## config.mk

```make
export PLATFORM = sky130hd
export DESIGN_NAME = nn_dense_layer
export DESIGN_NICKNAME = d
export VERILOG_FILES = /design/src/rtl/nn_pkg.sv /design/src/rtl/nn_mac_lane.sv /design/src/rtl/nn_dense_layer.sv
export SDC_FILE = /design/constraint.sdc
export NUM_CORES = 2
export LEC_CHECK = 0
export ABC_AREA = 1
export CAP_MARGIN = 10
export CORE_UTILIZATION = 60
export DETAILED_ROUTE_END_ITERATION = 8
export PLACE_DENSITY = 0.89
export SLEW_MARGIN = 20
export SYNTH_ARGS = -nofsm -noshare
export SYNTH_HDL_FRONTEND = slang
export SYNTH_SLANG_ARGS = --single-unit
```

## constraint.sdc

```tcl
create_clock -name clk -period 6.9 [get_ports clk]
set_input_delay 2.07 -clock clk [delete_from_list [all_inputs] [get_ports clk]]
set_output_delay 2.07 -clock clk [all_outputs]
set_load 0.01 [all_outputs]
```

## src/rtl/nn_pkg.sv

```systemverilog
// Shared types and helpers for the dense-layer datapath.
// Fixed-point defaults, FSM state encoding and saturation.
package nn_pkg;

  localparam int DEF_DATA_W = 16;
  localparam int DEF_FRAC_W = 8;
  localparam int DEF_ACC_W  = 40;

  typedef enum logic [1:0] {
    IDLE  = 2'd0,
    ACCUM = 2'd1,
    FINAL = 2'd2
  } state_t;

  // Clamp v to the signed range of a w-bit word.
  function automatic logic signed [63:0] sat_to_data(
    input logic signed [63:0] v,
    input int                 w
  );
    logic signed [63:0] hi;
    logic signed [63:0] lo;
    hi = (64'sd1 <<< (w - 1)) - 64'sd1;
    lo = -hi - 64'sd1;
    if (v > hi) return hi;
    if (v < lo) return lo;
    return v;
  endfunction

endpackage

```

## src/rtl/nn_mac_lane.sv

```systemverilog
// One output neuron: accumulator plus bias, saturation and ReLU
// applied combinationally to the final sum.
module nn_mac_lane
  import nn_pkg::*;
#(
  parameter int DATA_W = DEF_DATA_W,
  parameter int FRAC_W = DEF_FRAC_W,
  parameter int ACC_W  = DEF_ACC_W
) (
  input  logic              clk,
  input  logic              rst,
  input  logic              i_clr,
  input  logic              i_acc_en,
  input  logic [DATA_W-1:0] i_x,
  input  logic [DATA_W-1:0] i_w,
  input  logic [DATA_W-1:0] i_bias,
  input  logic              i_relu,
  output logic [DATA_W-1:0] o_y
);

  localparam int PW = 2 * DATA_W;
  localparam int SW = ACC_W + 1;

  logic signed [ACC_W-1:0] r_acc;
  logic signed [PW-1:0]    w_prod;
  logic signed [ACC_W-1:0] w_prod_ext;
  logic signed [ACC_W-1:0] w_shift;
  logic signed [SW-1:0]    w_sum;
  logic signed [63:0]      w_sat;
  logic [DATA_W-1:0]       w_y;
  logic                    w_unused;

  assign w_prod     = $signed(i_x) * $signed(i_w);
  assign w_prod_ext = ACC_W'(w_prod);

  always_ff @(posedge clk or negedge rst) begin
    if (!rst) begin
      r_acc <= '0;
    end else if (i_clr) begin
      r_acc <= '0;
    end else if (i_acc_en) begin
      r_acc <= r_acc + w_prod_ext;
    end
  end

  // Arithmetic shift drops fraction bits of the product (floor).
  assign w_shift = r_acc >>> FRAC_W;
  assign w_sum   = SW'(w_shift) + SW'($signed(i_bias));
  assign w_sat   = sat_to_data(64'(w_sum), DATA_W);
  assign w_y     = w_sat[DATA_W-1:0];
  assign w_unused = ^w_sat[63:DATA_W];

  always_comb begin
    o_y = w_y;
    if (i_relu && w_y[DATA_W-1]) begin
      o_y = '0;
    end
  end

endmodule

```

## src/rtl/nn_dense_layer.sv

```systemverilog
// Fully-connected layer: streams N_IN beats into N_OUT parallel MACs
// and emits biased, saturated, optionally rectified results.
module nn_dense_layer
  import nn_pkg::*;
#(
  parameter int DATA_W = DEF_DATA_W,
  parameter int FRAC_W = DEF_FRAC_W,
  parameter int N_IN   = 9,
  parameter int N_OUT  = 2,
  parameter int ACC_W  = DEF_ACC_W
) (
  input  logic                    clk,
  input  logic                    rst,
  input  logic                    clr,
  input  logic                    start,
  input  logic                    relu_en,
  input  logic [N_OUT*DATA_W-1:0] bias,
  input  logic                    in_valid,
  output logic                    in_ready,
  input  logic [DATA_W-1:0]       in_x,
  input  logic [N_OUT*DATA_W-1:0] in_w,
  output logic                    busy,
  output logic                    out_valid,
  output logic [N_OUT*DATA_W-1:0] out_y
);

  localparam int CNT_W = (N_IN > 1) ? $clog2(N_IN) : 1;
  localparam logic [CNT_W-1:0] LAST = CNT_W'(N_IN - 1);

  state_t                  r_state;
  logic [CNT_W-1:0]        r_cnt;
  logic [N_OUT*DATA_W-1:0] r_bias;
  logic                    r_relu;
  logic                    r_in_ready;
  logic                    r_busy;
  logic                    r_out_valid;
  logic [N_OUT*DATA_W-1:0] r_out_y;

  logic                    w_accept;
  logic                    w_acc_clr;
  logic [N_OUT*DATA_W-1:0] w_y;

  assign w_accept  = in_valid & r_in_ready;
  assign w_acc_clr = clr | ((r_state == IDLE) & start);

  assign in_ready  = r_in_ready;
  assign busy      = r_busy;
  assign out_valid = r_out_valid;
  assign out_y     = r_out_y;

  always_ff @(posedge clk or negedge rst) begin
    if (!rst) begin
      r_state     <= IDLE;
      r_cnt       <= '0;
      r_bias      <= '0;
      r_relu      <= 1'b0;
      r_in_ready  <= 1'b0;
      r_busy      <= 1'b0;
      r_out_valid <= 1'b0;
      r_out_y     <= '0;
    end else if (clr) begin
      r_state     <= IDLE;
      r_cnt       <= '0;
      r_in_ready  <= 1'b0;
      r_busy      <= 1'b0;
      r_out_valid <= 1'b0;
    end else begin
      r_out_valid <= 1'b0;
      unique case (r_state)
        IDLE: begin
          if (start) begin
            r_state    <= ACCUM;
            r_cnt      <= '0;
            r_bias     <= bias;
            r_relu     <= relu_en;
            r_in_ready <= 1'b1;
            r_busy     <= 1'b1;
          end
        end
        ACCUM: begin
          if (w_accept) begin
            if (r_cnt == LAST) begin
              r_state    <= FINAL;
              r_cnt      <= '0;
              r_in_ready <= 1'b0;
            end else begin
              r_cnt <= r_cnt + 1'b1;
            end
          end
        end
        FINAL: begin
          r_state     <= IDLE;
          r_busy      <= 1'b0;
          r_out_valid <= 1'b1;
          r_out_y     <= w_y;
        end
        default: begin
          r_state    <= IDLE;
          r_in_ready <= 1'b0;
          r_busy     <= 1'b0;
        end
      endcase
    end
  end

  for (genvar j = 0; j < N_OUT; j++) begin : g_lane
    nn_mac_lane #(
      .DATA_W (DATA_W),
      .FRAC_W (FRAC_W),
      .ACC_W  (ACC_W)
    ) u_lane (
      .clk      (clk),
      .rst      (rst),
      .i_clr    (w_acc_clr),
      .i_acc_en (w_accept),
      .i_x      (in_x),
      .i_w      (in_w[j*DATA_W +: DATA_W]),
      .i_bias   (r_bias[j*DATA_W +: DATA_W]),
      .i_relu   (r_relu),
      .o_y      (w_y[j*DATA_W +: DATA_W])
    );
  end

endmodule

```

==> metrics.txt, run 1 <==
status=stopped before the end; Stop stage=global routing (5_1_grt); Halt Reason=[ERROR GRT-0232] Routing congestion too high. Check the congestion heatmap in the GUI.; Initial Util=around three fifths; GR Util All Layers=76.26%; Netlist Area Pre-Place=36910 µm²; hold bufs inserted after CTS=0; sequential fraction of the synthesis area=10.44%; worst setup endpoint GRT=g_lane[1].u_lane.r_acc[39]$_DFFE_PN0P_/D; clk root buf=clkbuf_16; Worst End Pin Type=sequential cell input; mux share of post-synthesis cell area=0.9764%; post-synthesis xor/xnor area fraction=around 1.5%; Yosys warning total=0; fraction of registers with async set/reset=100.0%; largest family of logic cells by synthesized area=adder cells; largest net degree at the start of global routing=74; GRT overflow=155; Mean Syn Cell Area=7.489 µm²; Synth Area in Compound Gates=5.597%; io pins=121; DIE WIDTH=250.0 µm; die outline height=250.0 µm; htree depth=4; num rows=90; Post-Syn Nets=~6000; port buffer count=120; Cells after Synth=4928; Distinct cells, synth=50; TritonCTS buffer count=17; Synth Register Bits=154; post-synthesis simple-gate area fraction=19.96%; main flop type after synthesis=dfrtp_1; Placer Congestion=0.9680; CTS Buffer Depth=2; adder-cell area share of the yosys netlist=~46%; EDFF count, synth=0; CTS sink count=154; HPWL Detailed=around 92 mm
[repair_timing]
| action | 4_1_cts |
|---|---|
| pin swaps | 284 |
| gates resized for setup | 641 |
| setup buffers | 149 |
| gates cloned | 24 |
| endpoints found under the setup margin | 60 |
[per-stage QoR]
stage / area [µm²] / TNS (ns) / cells / setup WS, ns
floorplan: 38230 / -2.869 / 4928 / -0.4763
global placement: 43060 / -51.25 / 6119 / -1.130
detailed placement: 43060 / -58.82 / 6119 / -1.330
CTS: 46820 / -2.784 / 6323 / -0.2300
[cells in the mapped netlist (6+ instances only)]
| cell | n | area (µm²) |
|---|---|---|
| nand3b_1 | 9 | 67.56 |
| a21boi_0 | 7 | 52.55 |
| nor3_1 | 18 | 90.09 |
| nand4_1 | 29 | 181.4 |
| nor2_2 | 10 | 62.56 |
| or2_2 | 9 | 56.30 |
| a21oi_1 | 153 | 765.7 |
| clkbuf_1 | 127 | 476.7 |
| o31ai_1 | 7 | 52.55 |
| o21bai_1 | 8 | 60.06 |
| dfrtp_1 | 154 | 3854 |
| o211ai_1 | 7 | 52.55 |
| o21a_1 | 8 | 60.06 |
| a31oi_1 | 20 | 125.1 |
| nand2_1 | 1362 | 5112 |
| nor2_1 | 247 | 927.1 |
| xor2_1 | 43 | 376.6 |
| o21ai_0 | 107 | 535.5 |
| mux2_2 | 32 | 360.4 |
| inv_1 | 1374 | 5157 |
| nand2_2 | 14 | 87.58 |
| fa_1 | 662 | 13250 |
| a21o_1 | 12 | 90.09 |
| nand3_1 | 124 | 620.6 |
| ha_1 | 296 | 3704 |
| a22o_1 | 10 | 87.58 |
| buf_2 | 6 | 30.03 |
| xnor2_1 | 15 | 131.4 |
[metal layers]
metal  GRT overflow  track usage (%)
met4             68            70.83
met5              0            45.33
met3              2            67.91
met1              3            75.13
met2             82            89.56
[kinds of logic after synthesis]
kind of cell               Yosys count
xor gates and xnor gates            61
muxes                               32
AOI/OAI and AO/OA                  360
adders and majority gates          958
and+or+nand+nor                   1843
DFF                                154
buffers and inverters             1520
==> inputs of run 2 (changes only) <==
--- a/config.mk
+++ b/config.mk
@@ -7,9 +7,9 @@
 export LEC_CHECK = 0
 export ABC_AREA = 1
 export CAP_MARGIN = 10
-export CORE_UTILIZATION = 60
+export CORE_UTILIZATION = 40
 export DETAILED_ROUTE_END_ITERATION = 8
-export PLACE_DENSITY = 0.89
+export PLACE_DENSITY_LB_ADDON = 0.15
 export SLEW_MARGIN = 20
 export SYNTH_ARGS = -nofsm -noshare
 export SYNTH_HDL_FRONTEND = slang
==> metrics.txt, run 2 <==
status=finished, violations left; violated checks=setup timing; port buffer count=120; Netlist Area Pre-Place=36910 µm²; final-report setup violation count=32; Post-Route WL=114.3 mm; Fmax=roughly 140 MHz; Hold Path Class=reg2reg; Slew headroom=27.33%; Initial Util=roughly two fifths; CTS Buffer Depth=2; Final nets=6597; RSZ-0062 raised after global routing=true; PnR worst setup slack=-0.3418 ns; WS Path Type=in2reg; TritonCTS buffer count=17; DIE WIDTH=305.8 µm; maxcap violations=0; crit path launch=in_x[15]; top fanout value on the critical path=7; Cells after Synth=approximately 4900; Clock transition at path regs=roughly 0.07 ns; most frequent cells in the layout=1255 x nand2_1, 1237 x inv_1, 621 x fa_1, 479 x buf_4, 236 x ha_1; Tcrit/Tclk final=105.0%; Hold WS=about 0.48 ns; number of global-route vias before repair=between 30000 and 40000; final-layout fill cell count=8780; Yosys warning total=0; register area=3854 µm²; max FFs per register=80; Die ar.=93490 µm²; DRC errors left=0; EDFF count, synth=0; total core area=91520 µm²; Clock Latency Late Sink=0.47 ns; GRT overflow=0; First-pass DRT Iterations=5; Distinct cells, synth=50; cell taking the most area after synthesis=fa_1; CTS tree=built; Vias=32100; Most flops, register=g_lane.u_lane.r_acc; CTS sink count=between 150 and 200; min-delay src=out_y[20]; Final ANT Viol Nets=0; die outline height=305.8 µm; main flop type after synthesis=dfrtp_1; sequential fraction of the synthesis area=10.44%; Non-Filler Instances=6752; fraction of registers with async set/reset=100.0%; Critical Path End Type=register; layout cells sized above 1=23.34%; commonest non-fill, non-tap cell in the layout=nand2_1; top cells by area, synth=fa_1 36%, inv_1 14%, nand2_1 14%; Slew Limit Fails=0; Reg2Reg Setup Slack=1.84 ns; Tightest Pin Transition=1.086 ns; htree depth=4; HPWL Detailed=90.24 mm; io pins=between 100 and 150; Multi-input gate area=between 20000 and 30000 µm²; drt initial violations=1971; post-DR wirelength/cell=16.92 µm; initial antenna violation count=1; skew final=approximately 0.013 ns; most frequent cell after synthesis=inv_1; fin crit period=7.242 ns; Vias/cell=4.754; Post-Syn Nets=5972; Placer Congestion=about 0.9; hold bufs inserted after CTS=0; clk root buf=clkbuf_16; num rows=111; GR Util All Layers=25.12%; largest net degree at the start of global routing=115; share of the synthesized area in the top cell type=35.91%; Core Util, Final=52.66%; Critical Path AT=between 7 and 8 ns; diodes inserted=0; Mean Syn Cell Area=7.489 µm²; synthesis-to-finish area growth=30.58%; final hold vios=0; setup TNS=-5.358 ns; Placed Cells=6531; Synth Register Bits=around 150; first-pass GRT wire length=183.0 mm; critical path launch point type=input pin; worst reg2reg startpoint=g_lane[1].u_lane.r_acc[15]; critical path required time=7.26 ns; synth cell count leaders=1374 x inv_1, 1362 x nand2_1, 662 x fa_1, 296 x ha_1, 247 x nor2_1
[run 2: cell counts after synthesis]
Identical to the previous run, type by type.
[run 2: worst max-delay path: stages]
cell and delay [ns]:
buf_12 0.13, buf_16 0.16, buf_6 0.13, nand2_4 0.06, inv_2 0.03, fa_2 0.48
fa_1 0.58, clkinv_4 0.12, buf_6 0.14, fa_1 0.47, inv_1 0.04, fa_1 0.46
fa_1 0.52, inv_1 0.05, fa_1 0.54, inv_2 0.05, ha_4 0.27, nand2_4 0.09
nor2_4 0.03, nand2_1 0.07, o211ai_1 0.15, buf_4 0.18, a221oi_2 0.24, nand3_1 0.14
or2_4 0.25, nand3_2 0.05, nand2_1 0.05
[run 2: routing by layer]
| metal | wire (µm) | track usage [%] |
|---|---|---|
| met5 | 11 | 0 |
| met4 | 2808 | 6.007 |
| met3 | 6731 | 3.633 |
| met2 | 49640 | 38.23 |
| met1 | 55080 | 37.39 |
[run 2: through the flow]
step,instance area [µm²],setup WS (ns)
6_report,48190,-0.3418
5_1_grt,48190,-0.5560
4_1_cts,46950,-0.2908
3_5_place_dp,43710,-1.197
3_3_place_gp,43710,-1.143
2_1_floorplan,38230,-0.4763
[run 2: what timing repair did]
action	4_1_cts	5_1_grt
buffers inserted	121	50
cloned	21	3
gates resized for setup	534	308
endpoints found under the setup margin	57	50
pin swaps	204	182
[run 2: cell families after synthesis]
logic type | share of synthesized area [%]
buf+inv | 15.57
compound gates | 5.597
simple gates | 19.96
mux | 0.9764
flops | 10.44
fa+ha+maj | 45.94
xor+xnor | 1.509
[run 2: path summary, 6_finish.rpt]
check | cells past startpoint | endpoint
hold reg to reg | 2 | out_y[20]
hold / removal | 2 | out_y[20]
min in group asynchronous | 1 | r_bias[22]
setup / recovery | 27 | g_lane[1].u_lane.r_acc[38]
setup reg to reg | 23 | g_lane[1].u_lane.r_acc[36]
max in group asynchronous | 2 | g_lane[0].u_lane.r_acc[20]
[run 2: area by class of cell]
cell class	instances	share of cell area, %
inverters	1380	10.79
clock inverters	12	0.2414
flip-flops and latches	154	7.996
clock buffers	20	0.9476
multi-input cells	3254	61.62
repair buffers	746	15.33
well taps	1186	3.079
Power of run 2 is not shown: default switching activity piles up to over one toggle a cycle in this logic, so the estimate is an artifact.
